**src/rtl/pipeline_ctrl.sv**
```systemverilog
// Pipeline sequencing controller: per-stage load/squash strobes, PC control,
// one-entry fetch skid buffer and two saturating performance counters.
module pipeline_ctrl (
   input  logic        clk,
   input  logic        reset,
   input  logic        i_resp,
   input  logic [15:0] i_rdata,
   output logic        i_read,
   output logic [15:0] ifid_instr,
   input  logic        d_req,
   input  logic        d_resp,
   input  logic        br_taken,
   input  logic        idex_mem_read,
   input  logic [2:0]  idex_dest,
   input  logic [2:0]  ifid_src1,
   input  logic [2:0]  ifid_src2,
   input  logic        ifid_use1,
   input  logic        ifid_use2,
   output logic        load_pc,
   output logic        pc_sel_target,
   output logic        load_ifid,
   output logic        load_idex,
   output logic        load_exme,
   output logic        load_mewb,
   output logic        flush_ifid,
   output logic        flush_idex,
   output logic        flush_exme,
   input  logic        cnt_clear,
   output logic [15:0] stall_cnt,
   output logic [15:0] flush_cnt,
   output logic        o_dbg_held
);

   typedef enum logic {ST_FETCH = 1'b0, ST_HELD = 1'b1} state_t;

   state_t      r_state;
   state_t      w_state_nxt;
   logic [15:0] r_buf;
   logic [15:0] r_stall_cnt;
   logic [15:0] r_flush_cnt;
   logic        w_dstall;
   logic        w_lu;
   logic        w_fvalid;
   logic        w_br_wait;
   logic        w_capture;
   logic        w_redirect;

   assign w_dstall  = d_req & ~d_resp;
   assign w_lu      = idex_mem_read &
                      ((ifid_use1 & (ifid_src1 == idex_dest)) |
                       (ifid_use2 & (ifid_src2 == idex_dest)));
   assign w_fvalid  = (r_state == ST_HELD) | i_resp;
   // The I-cache cannot abort, so a branch waits for the wrong-path fetch to land.
   assign w_br_wait = br_taken & (r_state == ST_FETCH) & ~i_resp;

   always_ff @(posedge clk or posedge reset) begin
      if (reset) r_state <= ST_FETCH;
      else       r_state <= w_state_nxt;
   end

   always_comb begin
      w_state_nxt = r_state;
      w_capture   = 1'b0;
      w_redirect  = 1'b0;
      if (w_dstall) begin
         if (r_state == ST_FETCH && i_resp) begin
            w_capture   = 1'b1;
            w_state_nxt = ST_HELD;
         end
      end else if (w_br_wait) begin
         w_state_nxt = r_state;
      end else if (br_taken) begin
         w_redirect  = 1'b1;
         w_state_nxt = ST_FETCH;
      end else if (w_lu) begin
         if (r_state == ST_FETCH && i_resp) begin
            w_capture   = 1'b1;
            w_state_nxt = ST_HELD;
         end
      end else if (!w_fvalid) begin
         w_state_nxt = r_state;
      end else begin
         w_state_nxt = ST_FETCH;
      end
   end

   always_comb begin
      load_pc       = 1'b0;
      pc_sel_target = 1'b0;
      load_ifid     = 1'b0;
      load_idex     = 1'b0;
      load_exme     = 1'b0;
      load_mewb     = 1'b0;
      flush_ifid    = 1'b0;
      flush_idex    = 1'b0;
      flush_exme    = 1'b0;
      if (reset) begin
         flush_ifid = 1'b1;
         flush_idex = 1'b1;
         flush_exme = 1'b1;
      end else if (w_dstall || w_br_wait) begin
         load_pc = 1'b0;
      end else if (br_taken) begin
         load_pc       = 1'b1;
         pc_sel_target = 1'b1;
         load_ifid     = 1'b1;
         load_idex     = 1'b1;
         load_exme     = 1'b1;
         load_mewb     = 1'b1;
         flush_ifid    = 1'b1;
         flush_idex    = 1'b1;
         flush_exme    = 1'b1;
      end else if (w_lu) begin
         load_idex  = 1'b1;
         flush_idex = 1'b1;
         load_exme  = 1'b1;
         load_mewb  = 1'b1;
      end else if (!w_fvalid) begin
         load_ifid  = 1'b1;
         flush_ifid = 1'b1;
         load_idex  = 1'b1;
         load_exme  = 1'b1;
         load_mewb  = 1'b1;
      end else begin
         load_pc   = 1'b1;
         load_ifid = 1'b1;
         load_idex = 1'b1;
         load_exme = 1'b1;
         load_mewb = 1'b1;
      end
   end

   // A redirect clears the buffer so a stale instruction can never resurface.
   always_ff @(posedge clk or posedge reset) begin
      if (reset)           r_buf <= 16'h0000;
      else if (w_capture)  r_buf <= i_rdata;
      else if (w_redirect) r_buf <= 16'h0000;
   end

   always_ff @(posedge clk or posedge reset) begin
      if (reset) begin
         r_stall_cnt <= 16'h0000;
         r_flush_cnt <= 16'h0000;
      end else if (cnt_clear) begin
         r_stall_cnt <= 16'h0000;
         r_flush_cnt <= 16'h0000;
      end else begin
         if (!load_pc && r_stall_cnt != 16'hFFFF) r_stall_cnt <= r_stall_cnt + 16'd1;
         if (w_redirect && r_flush_cnt != 16'hFFFF) r_flush_cnt <= r_flush_cnt + 16'd1;
      end
   end

   assign i_read     = ~reset & (r_state == ST_FETCH);
   assign ifid_instr = (r_state == ST_HELD) ? r_buf : i_rdata;
   assign stall_cnt  = r_stall_cnt;
   assign flush_cnt  = r_flush_cnt;
   assign o_dbg_held = (r_state == ST_HELD);

endmodule

```
**config.mk**
```make
export PLATFORM = sky130hd
export DESIGN_NAME = pipeline_ctrl
export DESIGN_NICKNAME = d
export VERILOG_FILES = /design/src/rtl/pipeline_ctrl.sv
export SDC_FILE = /design/constraint.sdc
export NUM_CORES = 1
export LEC_CHECK = 0
export ABC_AREA = 1
export CAP_MARGIN = 20
export CORE_ASPECT_RATIO = 1.25
export CORE_MARGIN = 5
export CORE_UTILIZATION = 48
export DETAILED_ROUTE_END_ITERATION = 6
export PLACE_DENSITY = 0.92
export SETUP_SLACK_MARGIN = 0.05
export SYNTH_ARGS = -nofsm -noshare
export SYNTH_HDL_FRONTEND = slang
export SYNTH_SLANG_ARGS = --single-unit
```
**constraint.sdc**
```tcl
create_clock -name clk -period 3 [get_ports clk]
set_clock_uncertainty 0.15 [all_clocks]
set_input_delay 0.6 -clock clk [delete_from_list [all_inputs] [get_ports clk]]
set_output_delay 0.6 -clock clk [all_outputs]
set_load 0.02 [all_outputs]
```
==> flow_results.org, run 1 <==
** Setup path
- Buf/Inv on CP :: 4
- Cell chain of the critical path :: clkdlybuf4s50_1, inv_1, nand2_1, nand2_1, nor2_1, nand2_1, nand2_1, nand3_2, inv_1, o21ai_0, clkdlybuf4s15_1
- Cell family with the largest share of critical-path delay :: buffers and inverters
- STA classifies the critical path startpoint as an input pin.
- Of all nets on the critical path, the largest fanout is 4.
- Library cell contributing the largest single delay on the critical path :: sky130_fd_sc_hd__clkdlybuf4s50_1
- Crit-path max cell delay :: ~0.5 ns
- Most repeated library cell on the critical path :: sky130_fd_sc_hd__nand2_1
- Required @ worst endpoint :: 2.25 ns
- The critical path in this run is classified as in2out.
- Setup slack on the worst reg-to-reg path comes out at 0.90 ns.
- For the worst setup path, the data arrival time is 2.07 ns.
- Measured in cells, the most critical reg-to-reg path has a length of 9.
- The startpoint identified for the worst register-to-register timing path is stall_cnt[0].
- STA classifies the critical path endpoint as a primary output.
- Capturing point of the worst reg2reg path :: stall_cnt[12]

** Synthesis
- Number of enable-type register cells in the synthesized netlist :: 0
- Synth top area share :: 38.86%
- Yosys warning total :: 0
- In this run the mean area of a mapped cell was 7.172 um2.
- Post-synthesis cell type count :: 31
- Summing every instance area after synthesis gives 0.003156 mm2.
- Share of flip-flops with an asynchronous set or reset :: 100.0%
- Summed over all instances, the cell type with the most area after synthesis is sky130_fd_sc_hd__dfrtp_1.
- After synthesis, the most frequently instantiated cells are sky130_fd_sc_hd__nand2_1 (103), sky130_fd_sc_hd__inv_1 (62), sky130_fd_sc_hd__dfrtp_1 (49).
- Synthesis handed over a netlist of 440 instances.
- Synthesis inferred between 40 and 50 register bits.
- The number of nets in the synthesized netlist is 477.
- In the synthesized netlist the dominant register cell turns out to be sky130_fd_sc_hd__dfrtp_1.
- Yosys attributes the largest share of cell area to sky130_fd_sc_hd__dfrtp_1 (39%), sky130_fd_sc_hd__nand2_1 (12%), sky130_fd_sc_hd__nand3_1 (7.6%).
- sky130_fd_sc_hd__nand2_1 is the most common cell in the netlist.
- Sequential cells were found to cover between 30% and 40% of the synthesized design area.

** Timing
- Headroom to the max-slew limit came out at 58.10%.
- Setup violation total in the final timing report :: 0
- Achievable frequency :: 354.5 MHz
- On the final layout, the worst hold slack is 0.3761 ns.
- The count of final max-slew check failures is 0.
- Crit path setup slack, layout :: 0.1788 ns
- At the pin with the least slew margin, the transition time is 0.6285 ns.
- For the finished layout, the period the worst path requires is 2.821 ns.
- RSZ-0062 raised after global routing :: yes
- After layout, the worst path uses around 94% of the clock period.
- The number of hold violations in the final report came to 0.

** Min path
- The worst hold path passes through 2 cells.
- Class of the worst hold path :: reg2reg
- The worst hold path begins at r_buf[6].
- The path with the worst hold slack has its endpoint at r_buf[6].

** Drt
- Total routed wirelength :: 8.145 mm
- The detail route stage leaves a number of antenna-violating nets equal to 0.
- Mean routed wirelength per cell :: 13.18 um
- DRC violations left :: 0
- For this block, the via count after detailed routing is 3204.
- Number of vias per cell :: roughly 5.2
- The first TritonRoute pass finished after 4 iterations.
- In this run, the number of DRC markers left after iteration 0 of detailed routing was 264.

** Power
- After layout, the design draws a total of ~1.4 mW.
- Power spread over the standard cell area amounts to around 340 mW/mm2.
- Highest ir drop seen on vdd :: 0.1998 mV
- The analysis attributes to cell leakage a power of 2.044 nW.

** Placed design
- Post-placement setup slack :: -0.1049 ns
- Detailed placement ended at an HPWL of approximately 6.2 mm.
- Routability-driven placement finished with a final weighted congestion of approximately 0.9.
- Post-place instance area :: 0.004160 mm2
- Input and output buffers added on the ports amount to 93.

** Layout
- Summing all non-filler instances in the final layout gives an area of approximately 0.0043 mm2.
- Number of diodes :: 0
- The filler cells instantiated in the layout total 576.
- Layout cells sized above 1 :: 6.591%
- Relative to the synthesized area, the layout overhead comes to 34.81%.
- For this run, the post-layout net count is between 500 and 600.

** GRT
- The number of antenna violations at the first check in global routing was 0.
- Across every metal layer, demand over resource in global routing totals 20.76%.
- The via count of the first global-routing pass is 3219.
- The first global-routing pass estimated 13.83 mm of wire.
- Residual overflow from global routing :: 0
- Largest net degree at the start of global routing :: 50

** Die
- Die height :: 100.7 um
- The die covers 0.008306 mm2.
- For this design the top-level I/O count stands at 94.
- The floorplan step set the die width to 82.52 um.
- Site Rows :: 33
- Area of the core region :: 0.006482 mm2
- The initial utilization of the core area, before any placement, comes to 48.68%.

** Flow run
- Max-cap violations in this run came to 0.

** Clock tree
- In this run the deepest clock path goes through 2 buffers.
- Number of setup buffers added after CTS :: 0
- The clock reaches the later pin of the worst-skew pair after 0.31 ns.
- TritonCTS clock tree :: done
- Master cell of the clock root buffer :: sky130_fd_sc_hd__clkbuf_8
- CTS clk-pin slew, worst paths :: 0.08 ns
- Clock tree synthesis found a total of 49 sinks.
- Buffers inserted during clock tree synthesis total 5.
- The clock tree synthesis step divided the H-tree into 2 levels.

** Outcome
- Outcome :: finished, final reports clean
## cells in the final DEF, fill, tap and decap left out, types with 2 or more instances in the layout
| cell | instances |
|---|---|
| sky130_fd_sc_hd__nand2_1 | 103 |
| sky130_fd_sc_hd__clkdlybuf4s50_1 | 83 |
| sky130_fd_sc_hd__inv_1 | 61 |
| sky130_fd_sc_hd__dfrtp_1 | 49 |
| sky130_fd_sc_hd__nand3_1 | 48 |
| sky130_fd_sc_hd__nor2_1 | 37 |
| sky130_fd_sc_hd__o21ai_0 | 36 |
| sky130_fd_sc_hd__nand4_1 | 25 |
| sky130_fd_sc_hd__xor2_1 | 13 |
| sky130_fd_sc_hd__o21ai_1 | 10 |
| sky130_fd_sc_hd__buf_4 | 8 |
| sky130_fd_sc_hd__clkbuf_8 | 6 |
| sky130_fd_sc_hd__a21oi_1 | 5 |
| sky130_fd_sc_hd__inv_2 | 4 |
| sky130_fd_sc_hd__nor3_1 | 4 |
| sky130_fd_sc_hd__dlygate4sd2_1 | 4 |
| sky130_fd_sc_hd__nor2_4 | 3 |
| sky130_fd_sc_hd__xnor2_1 | 3 |
| sky130_fd_sc_hd__o31ai_1 | 3 |
| sky130_fd_sc_hd__dlymetal6s2s_1 | 3 |
| sky130_fd_sc_hd__nand3_2 | 2 |
| sky130_fd_sc_hd__a21oi_4 | 2 |
| sky130_fd_sc_hd__nand2_4 | 2 |
| sky130_fd_sc_hd__nand4_4 | 2 |
| sky130_fd_sc_hd__ha_1 | 2 |
| sky130_fd_sc_hd__clkdlybuf4s15_1 | 2 |
## power breakdown
| part | switching [mW] | internal, mW |
|---|---|---|
| Combinational | 0.177 | 0.138 |
| Sequential | 0.0213 | 0.688 |
| Clock | 0.229 | 0.187 |
## worst max-delay path by stage
stage	end	cells past startpoint	startpoint
2_1_floorplan	flush_idex	3	reset
3_3_place_gp	flush_ifid	10	idex_dest[0]
4_1_cts	pc_sel_target	5	br_taken
3_5_place_dp	flush_ifid	10	idex_dest[0]
5_1_grt	flush_ifid	11	idex_dest[2]
6_report	flush_ifid	11	idex_dest[2]
## cell type report
| class | count | area (um2) | area share, % |
|---|---|---|---|
| multi-input cells | 306 | 1579 | 37.12 |
| flip-flops and latches | 49 | 1226 | 28.82 |
| repair buffers | 101 | 988.4 | 23.24 |
| inverters | 67 | 255.2 | 6.000 |
| well taps | 87 | 108.9 | 2.559 |
| clock buffers | 6 | 82.58 | 1.941 |
| clock inverters | 2 | 13.76 | 0.3235 |
## layer usage
layer  global-route usage, %  up-vias  share of wire, %
met5                       0        -                 0
met4                   7.673        0               2.0
met3                   4.741       11               6.7
met2                   36.30      107                52
met1                   24.32     1485                40
li1                        -     1601                 -
## repair_timing
item                       CTS  global route
hold buffers                 0             0
setup endpoints to repair    7             5
pin swaps                    0             1
gates resized for setup      7             7
## per-stage QoR
step	util, %	TNS [ns]	std cells
after floorplan	-	0	440
after global placement	64.18	-0.1963	610
after detailed placement	64.18	-0.4214	610
after CTS	65.53	0	618
after global routing	65.62	0	618
final	65.62	0	618
## state kept, by name, indices dropped and copies added, names as in the netlist
name / flops
flush_cnt: 16
o_dbg_held: 1
r_buf: 16
stall_cnt: 16
## kinds of logic after synthesis
logic type / Yosys count / share of synthesized area (%)
adder cells (fa/ha/maj): 2 / 0.7929
buffers and inverters: 85 / 11.10
flip-flops: 49 / 38.86
AND/OR/NAND/NOR: 229 / 34.22
XOR/XNOR: 16 / 4.441
AO/OA/AOI/OAI: 59 / 10.59
## tightest hold or removal path, cell delays in order (launching register included)
cell                      delay, ns
sky130_fd_sc_hd__dfrtp_1       0.35
sky130_fd_sc_hd__nand3_1       0.08
sky130_fd_sc_hd__o21ai_0       0.07
No activity file was read; power rests on OpenSTA's default activity.
==> inputs of run 2 (changes only) <==
--- a/config.mk
+++ b/config.mk
@@ -7,10 +7,12 @@
 export LEC_CHECK = 0
 export ABC_AREA = 1
 export CAP_MARGIN = 20
-export CORE_ASPECT_RATIO = 1.25
+export CORE_ASPECT_RATIO = 1.4
 export CORE_MARGIN = 5
 export CORE_UTILIZATION = 48
 export DETAILED_ROUTE_END_ITERATION = 6
+export GPL_TIMING_DRIVEN = 1
+export MAX_ROUTING_LAYER = met4
 export PLACE_DENSITY = 0.92
 export SETUP_SLACK_MARGIN = 0.05
 export SYNTH_ARGS = -nofsm -noshare
==> flow_results.org, run 2 (synthesized netlist as in run 1, its figures left out) <==
** GRT
- Entering global routing, the biggest net connects 50 pins.
- The via count of the first global-routing pass came to 3159.
- GRT Resource Usage Total :: 21.25%
- Residual overflow from global routing :: 0
- The number of antenna violations at the first check in global routing is 0.
- Wire length of the first global-routing pass :: roughly 14 mm

** Timing
- Crit path setup slack, layout :: 0.1968 ns
- Transition time at the pin with the least slew margin :: 0.6423 ns
- Setup violation total in the final timing report :: 0
- The final critical path takes up 93.44% of the cycle.
- Max_slew headroom :: 57.18%
- Based on the critical path, the design can be clocked at up to 356.7 MHz.
- The routed design could run at a clock period as short as ~2.8 ns.
- Number of endpoints with negative hold slack in the final report :: 0
- The count of final max-slew check failures came to 0.
- RSZ-0062 raised after global routing :: no
- Final TNS setup :: 0 ns

** Placed design
- Detailed placement ended at an HPWL of 6.323 mm.
- Once placement completed, the tool counted placed cells totaling 598.
- Prior to clock tree synthesis, the placed netlist has a worst setup slack of -0.1205 ns.
- During placement, the flow inserted port buffers numbering between 90 and 100.
- Gp weighted congestion :: 0.9167

** Layout
- The filler cells instantiated in the layout total 567.
- For this run, the post-layout net count is 568.
- After the flow finishes, the layout carries non-filler instances totaling 606.
- The repair_antennas step left the layout with diodes totalling 0.
- Most frequent standard cell in the layout excluding fill and tap cells :: sky130_fd_sc_hd__nand2_1
- Area of the multi-input gates :: 0.001579 mm2
- In the layout the commonest cells are sky130_fd_sc_hd__nand2_1 (103), sky130_fd_sc_hd__clkdlybuf4s50_1 (83), sky130_fd_sc_hd__inv_1 (61).
- Total area of sequential cells :: 0.001226 mm2
- Area Growth Syn to Fin :: 34.34%
- Layout cells sized above 1 :: 6.955%

** Drt
- Wires add up to 8.380 mm.
- Drt first-iter violations :: roughly 170
- Summing over every cut layer, the via total after detailed routing is around 3300.
- In the routed design, unresolved DRC markers number 0.
- First-pass DRT Iterations :: 4
- Mean routed wirelength per cell :: 13.83 um
- The detail route stage leaves a number of antenna-violating nets equal to 0.
- After detailed routing, the number of vias per cell comes to 5.368.

** Setup path
- STA puts the critical path data arrival time at 2.05 ns.
- Across all register-to-register paths, the minimum setup slack is a little under 0.9 ns.
- Setup CP Type :: in2out
- Required @ worst endpoint :: 2.25 ns
- The signal on the critical path passes through clkdlybuf4s50_1, a21oi_4, inv_1, nor2_1, nand2_1, inv_1, dlygate4sd2_1.
- The endpoint identified for the worst register-to-register timing path is stall_cnt[14].
- CP Capture Type :: primary output
- Most repeated library cell on the critical path :: sky130_fd_sc_hd__inv_1
- Worst R2R Start :: stall_cnt[0]
- In this run the worst path has a maximum fanout of 4.
- Crit-path max cell delay :: around 0.52 ns
- Reg2reg path depth :: 9
- The slowest stage of the critical path is the sky130_fd_sc_hd__clkdlybuf4s50_1 cell.
- The worst setup path is launched from an input pin.

** Clock tree
- Clock tree synthesis selected as its root buffer the cell sky130_fd_sc_hd__clkbuf_8.
- CTS H-tree lvls :: 2
- CTS saw 49 sinks.
- Clock buffer depth :: 2
- CTS clk-pin slew, worst paths :: around 0.090 ns
- Worst-skew pair later-pin latency :: 0.29 ns
- TritonCTS clock tree :: done
- In this run the post-CTS setup repair buffer count came out at 0.
- Number of clock buffers inserted by TritonCTS :: 5

** Flow run
- The tool flagged a number of max-cap violations equal to 0.

** Die
- Area of the core region :: about 0.0065 mm2
- Chip Width :: 78.53 um
- Once the floorplan was initialized, standard cells occupied 48.69% of the core.
- The die covers about 0.0083 mm2.
- Site Rows :: 35
- Die height :: 105.9 um
- 94 I/O pins were placed.

** Power
- Power density of the placed cells :: between 300 and 400 mW/mm2
- Leakage power of the design :: 2.050 nW
- IR analysis of the VDD net gives a maximum drop of 0.2111 mV.

** Min path
- Class of the worst hold path :: reg2reg
- Worst hold path endpoint :: r_buf[14]
- Counting instances, the worst hold path has a depth of 2.
- In this run the most critical hold path is launched from r_buf[14].

** Outcome
- Outcome :: finished, final reports clean
-- run 2: cell count changes in the layout (fill, tap and decap cells not counted) --
cell                              before  now
sky130_fd_sc_hd__clkbuf_2              1    2
sky130_fd_sc_hd__dlygate4sd2_1         4    5
sky130_fd_sc_hd__buf_4                 8    9
sky130_fd_sc_hd__clkdlybuf4s15_1       2    0
-- run 2: repair_timing --
item | in CTS | in global routing
resized for setup | 7 | 8
setup endpoints to repair | 7 | 4
hold buffers | 0 | 0
-- run 2: how the worst max path moves through the flow --
stage | end | startpoint
global placement | load_ifid | br_taken
global route | load_ifid | idex_dest[2]
detailed placement | flush_ifid | idex_dest[1]
CTS | pc_sel_target | br_taken
finish | load_ifid | br_taken
floorplan | flush_idex | reset
-- run 2: per-stage QoR --
stage               cell area (um2)  hold WS (ns)  util (%)  total power, mW
finish                         4239        0.3755     65.41            1.435
global route                   4239        0.4121     65.41            1.515
CTS                            4239        0.3800     65.41            1.451
detailed placement             4151        0.3548     64.05            1.047
global placement               4151        0.3448     64.05            1.037
floorplan                      3159        0.3282         -           0.8924
-- run 2: layout make-up --
type | count | area share, %
Clock buffer | 6 | 1.948
Clock inverter | 2 | 0.3247
Inverter | 67 | 6.021
Multi-Input combinational cell | 306 | 37.25
Sequential cell | 49 | 28.93
Tap cell | 74 | 2.184
Timing Repair Buffer | 102 | 23.35
-- run 2: per-layer routing --
| metal | vias up | global-route usage (%) | routed length, um |
|---|---|---|---|
| met2 | 98 | 38.21 | 4465 |
| met5 | - | - | 0 |
| met3 | 18 | 3.814 | 453 |
| met4 | 0 | 6.500 | 178 |
| met1 | 1532 | 23.67 | 3283 |
| li1 | 1605 | - | - |
-- run 2: critical path: cells and delay by family --
family,cells,cell delay (ns)
AOI/OAI and AO/OA,1,0.26
buffers and inverters,4,0.95
and+or+nand+nor,2,0.25
-- run 2: power by group --
group / switching [mW] / internal, mW / total (mW) / leakage, nW
combinational: 0.180 / 0.138 / 0.318 / 1.33
clock: 0.220 / 0.187 / 0.408 / 0.0512
sequential: 0.0210 / 0.688 / 0.709 / 0.671
total: 0.421 / 1.01 / 1.43 / 2.05
==> inputs of run 3 (changes only) <==
--- a/config.mk
+++ b/config.mk
@@ -5,15 +5,14 @@
 export SDC_FILE = /design/constraint.sdc
 export NUM_CORES = 1
 export LEC_CHECK = 0
-export ABC_AREA = 1
 export CAP_MARGIN = 20
 export CORE_ASPECT_RATIO = 1.4
 export CORE_MARGIN = 5
-export CORE_UTILIZATION = 48
+export CORE_UTILIZATION = 46
 export DETAILED_ROUTE_END_ITERATION = 6
 export GPL_TIMING_DRIVEN = 1
 export MAX_ROUTING_LAYER = met4
-export PLACE_DENSITY = 0.92
+export PLACE_DENSITY = 0.91
 export SETUP_SLACK_MARGIN = 0.05
 export SYNTH_ARGS = -nofsm -noshare
 export SYNTH_HDL_FRONTEND = slang
==> flow_results.org, run 3 <==
** Outcome
- The flow ran to the end, and the final reports show no timing, DRC or antenna violations.

** Setup path
- Cell chain of the critical path :: clkdlybuf4s50_1, xnor2_1, nand4_1, buf_4, a21boi_1, o21a_1, o21ai_0, clkbuf_2
- For flop-to-flop paths, the worst setup slack is 0.59 ns.
- Of all nets on the critical path, the largest fanout is 3.
- By startpoint and endpoint, the worst setup path is classified as in2out.
- Measured in cells, the most critical reg-to-reg path has a length of 7.
- CP Capture Type :: primary output
- In this design, the stage delay of the slowest critical-path cell is ~0.51 ns.
- STA puts the critical path data required time at 2.25 ns.
- In this run the critical register-to-register path is captured at stall_cnt[13].
- Worst R2R Start :: o_dbg_held
- Startpoint type of the worst setup path :: input pin
- Endpoint of the most critical setup path :: flush_ifid
- For the worst setup path, the data arrival time is 2.18 ns.
- Among all stages on the critical path, the largest delay is contributed by sky130_fd_sc_hd__clkdlybuf4s50_1.
- Critical path startpoint :: idex_dest[1]

** Timing
- Minimum period implied by the final worst setup slack :: 2.930 ns
- Measured against its own limit, the worst slew margin works out to 32.23%.
- Setup violation total in the final timing report :: 0
- Setup repair after global routing could not meet its margin everywhere.
- Max Slew Vio Count :: 0
- At the pin with the least slew margin, the transition time is 1.011 ns.
- Number of endpoints with negative hold slack in the final report :: 0
- Achievable frequency :: 341.3 MHz
- Final Cycle Share :: a little over nine tenths

** Die
- Starting Density :: a little under half
- After floorplanning, the core was sized to cover a little over 0.006 mm2.
- Number of top-level pins :: 94
- Site Rows :: 34
- The die is ~100 um tall.
- The die is 76.63 um wide.
- Area of the die :: ~0.0079 mm2

** Synthesis
- Summing the sequential cell areas from Yosys gives 42.89% of the chip area.
- Yosys printed 0 warnings.
- Commonest cells post-synth :: sky130_fd_sc_hd__dfrtp_1 (49), sky130_fd_sc_hd__nor2_1 (24), sky130_fd_sc_hd__a21oi_1 (17)
- The largest total area in the synthesized netlist belongs to sky130_fd_sc_hd__dfrtp_1.
- FF+latch count, synth :: approximately 50
- Mapped Avg Cell Area :: ~10 um2
- When the netlist entered floorplanning its net count stood at 325.
- The cell area that synthesis handed to floorplanning was roughly 0.0029 mm2.
- Most common flop cell mapped by yosys :: sky130_fd_sc_hd__dfrtp_1
- In the post-synthesis netlist, the cell with the most instances is sky130_fd_sc_hd__dfrtp_1.
- The synthesized netlist contains 51 unique library cells.
- For this run, asynchronously set or reset flops after synthesis account for 100.0%.
- Counting every instance in the synthesized netlist gives 288.
- Sorting the synthesized cells by area gives the leading types as sky130_fd_sc_hd__dfrtp_1 (43%), sky130_fd_sc_hd__mux2_2 (6.3%), sky130_fd_sc_hd__a22o_1 (4.9%).
- Synth top area share :: 42.89%
- Number of enable-type register cells in the synthesized netlist :: 0

** Layout
- Number of diodes :: 0
- Most frequent standard cell in the layout excluding fill and tap cells :: sky130_fd_sc_hd__clkdlybuf4s50_1
- For this run, the share of the core covered by cells in the final layout is 66.75%.
- Fillcell total :: ~530
- Summing all multi-input logic gate instances after layout gives 0.001543 mm2.
- The post-route netlist has 16.79% of its cells at a drive strength greater than 1.
- Area Growth Syn to Fin :: 43.02%
- Total area of sequential cells :: 0.001226 mm2
- At the end of the flow, the number of nets in the layout was 435.
- The library cells used most frequently in the layout, excluding fill and tap cells, are sky130_fd_sc_hd__clkdlybuf4s50_1 (83), sky130_fd_sc_hd__dfrtp_1 (49), sky130_fd_sc_hd__buf_4 (27).

** Power
- Summed over all nets, the switching power comes to 0.4282 mW.
- Relative contribution of combinational cells to total power :: 24.1%
- Highest ir drop seen on vdd :: 0.2740 mV
- Net switching is 29.33% of the power.
- Register share of total power :: roughly 49%
- Clk network pwr share :: 26.7%
- The internal portion of the total power is 1.032 mW.
- Leakage power of the design :: 1.685 nW
- Total Power :: roughly 1.5 mW
- Power density of the placed cells :: 357.1 mW/mm2

** Drt
- Routed via count :: 2793
- After detailed routing, the number of remaining DRC violations is 0.
- Number of vias per cell :: 5.930
- Mean routed wirelength per cell :: 17.32 um
- Summed over all layers, the routed wires come to 8.160 mm.
- Drt first-iter violations :: 82
- Once detail routing completed, the nets flagged for antenna violations numbered 0.
- First-pass DRT Iterations :: 4

** Clock tree
- # hold bufs at CTS :: 0
- In this run the clock root is driven by a sky130_fd_sc_hd__clkbuf_8.
- After clock tree synthesis, the clock-pin slew on the worst setup and hold paths is 0.09 ns.
- Number of clock buffers inserted by TritonCTS :: 5
- TritonCTS clock tree :: done
- Worst-skew pair later-pin latency :: ~0.30 ns
- CTS H-tree lvls :: 2
- Number of clock sinks :: between 40 and 50
- The clock passes through at most 2 buffers.

** Min path
- Class of the worst hold path :: reg2reg

** GRT
- The via count of the first global-routing pass was 2906.
- The number of antenna violations at the first check in global routing came to 0.
- GRT Resource Usage Total :: 21.44%
- The total overflow left after global routing is 0.
- Wire length of the first global-routing pass :: 13.48 mm
- Entering global routing, the biggest net connects 43 pins.

** Placed design
- IO Port Bufs :: 93
- Total half-perimeter wirelength after legalization and detailed placement :: 5.933 mm
- Gp weighted congestion :: about 0.86

** Flow run
- Max-cap violations in this run came to 0.
run 3: layout make-up:
cell class,count,share of cell area [%]
clock buffer,5,1.683
clock inverter,3,0.4284
inverter,7,0.7344
multi-input combinational,215,37.73
sequential,49,29.99
tap,72,2.203
timing repair buffer,120,27.23
run 3: cell families (layout without fill, tap and decap cells):
logic type / after synthesis / after routing / share of synthesized area [%]
adders and majority gates: 2 / 2 / 0.8751
AOI/OAI and AO/OA: 72 / 72 / 18.21
and+or+nand+nor: 103 / 103 / 20.53
xor gates and xnor gates: 15 / 15 / 4.595
buffers and inverters: 24 / 135 / 3.895
muxes: 23 / 23 / 9.015
DFF: 49 / 49 / 42.89
run 3: power by group through the flow:
stage	Clock [mW]	Sequential, mW	Combinational [mW]
4_1_cts	0.406	0.718	0.353
3_3_place_gp	0	0.728	0.343
2_1_floorplan	0	0.731	0.175
6_report	0.390	0.719	0.351
3_5_place_dp	0	0.729	0.354
5_1_grt	0.432	0.723	0.378
run 3: critical path, delay by kind of cell:
family | cells | cell delay [ns]
xor+xnor | 1 | 0.14
buf+inv | 3 | 0.86
compound gates | 3 | 0.40
simple gates | 1 | 0.17
run 3: timing repair:
item / 4_1_cts / 5_1_grt
hold endpoints to repair: 0 / 0
gates resized for setup: 19 / 7
buffers inserted: 1 / 2
pin swaps: 2 / 4
setup endpoints to repair: 8 / 5
run 3: per-layer routing:
metal,GRT usage (%),share of wire [%],up-vias
met3,5.026,5.4,18
met5,-,0,-
met4,8.075,2.4,0
met1,23.37,39,1377
met2,38.19,53,95
li1,-,-,1303
run 3: how the worst min path moves through the flow:
| stage | startpoint | to | cells past startpoint |
|---|---|---|---|
| 5_1_grt | r_buf[14] | r_buf[14] | 1 |
| 6_report | r_buf[6] | r_buf[6] | 1 |
| 3_5_place_dp | r_buf[12] | r_buf[12] | 1 |
| 2_1_floorplan | r_buf[0] | r_buf[0] | 1 |
| 3_3_place_gp | r_buf[10] | r_buf[10] | 1 |
| 4_1_cts | r_buf[7] | r_buf[7] | 1 |
run 3: through the flow:
stage | cells | hold WS, ns | setup TNS [ns] | area, um2 | worst slack, ns
CTS | 469 | 0.3552 | -0.06345 | 4079 | -0.06104
global route | 471 | 0.3816 | -0.006223 | 4089 | -0.006223
floorplan | 288 | 0.3104 | 0 | 2863 | 0.3800
detailed placement | 460 | 0.3315 | -1.459 | 3984 | -0.3244
global placement | 460 | 0.3272 | -1.127 | 3984 | -0.2644
finish | 471 | 0.3571 | 0 | 4089 | 0.06974
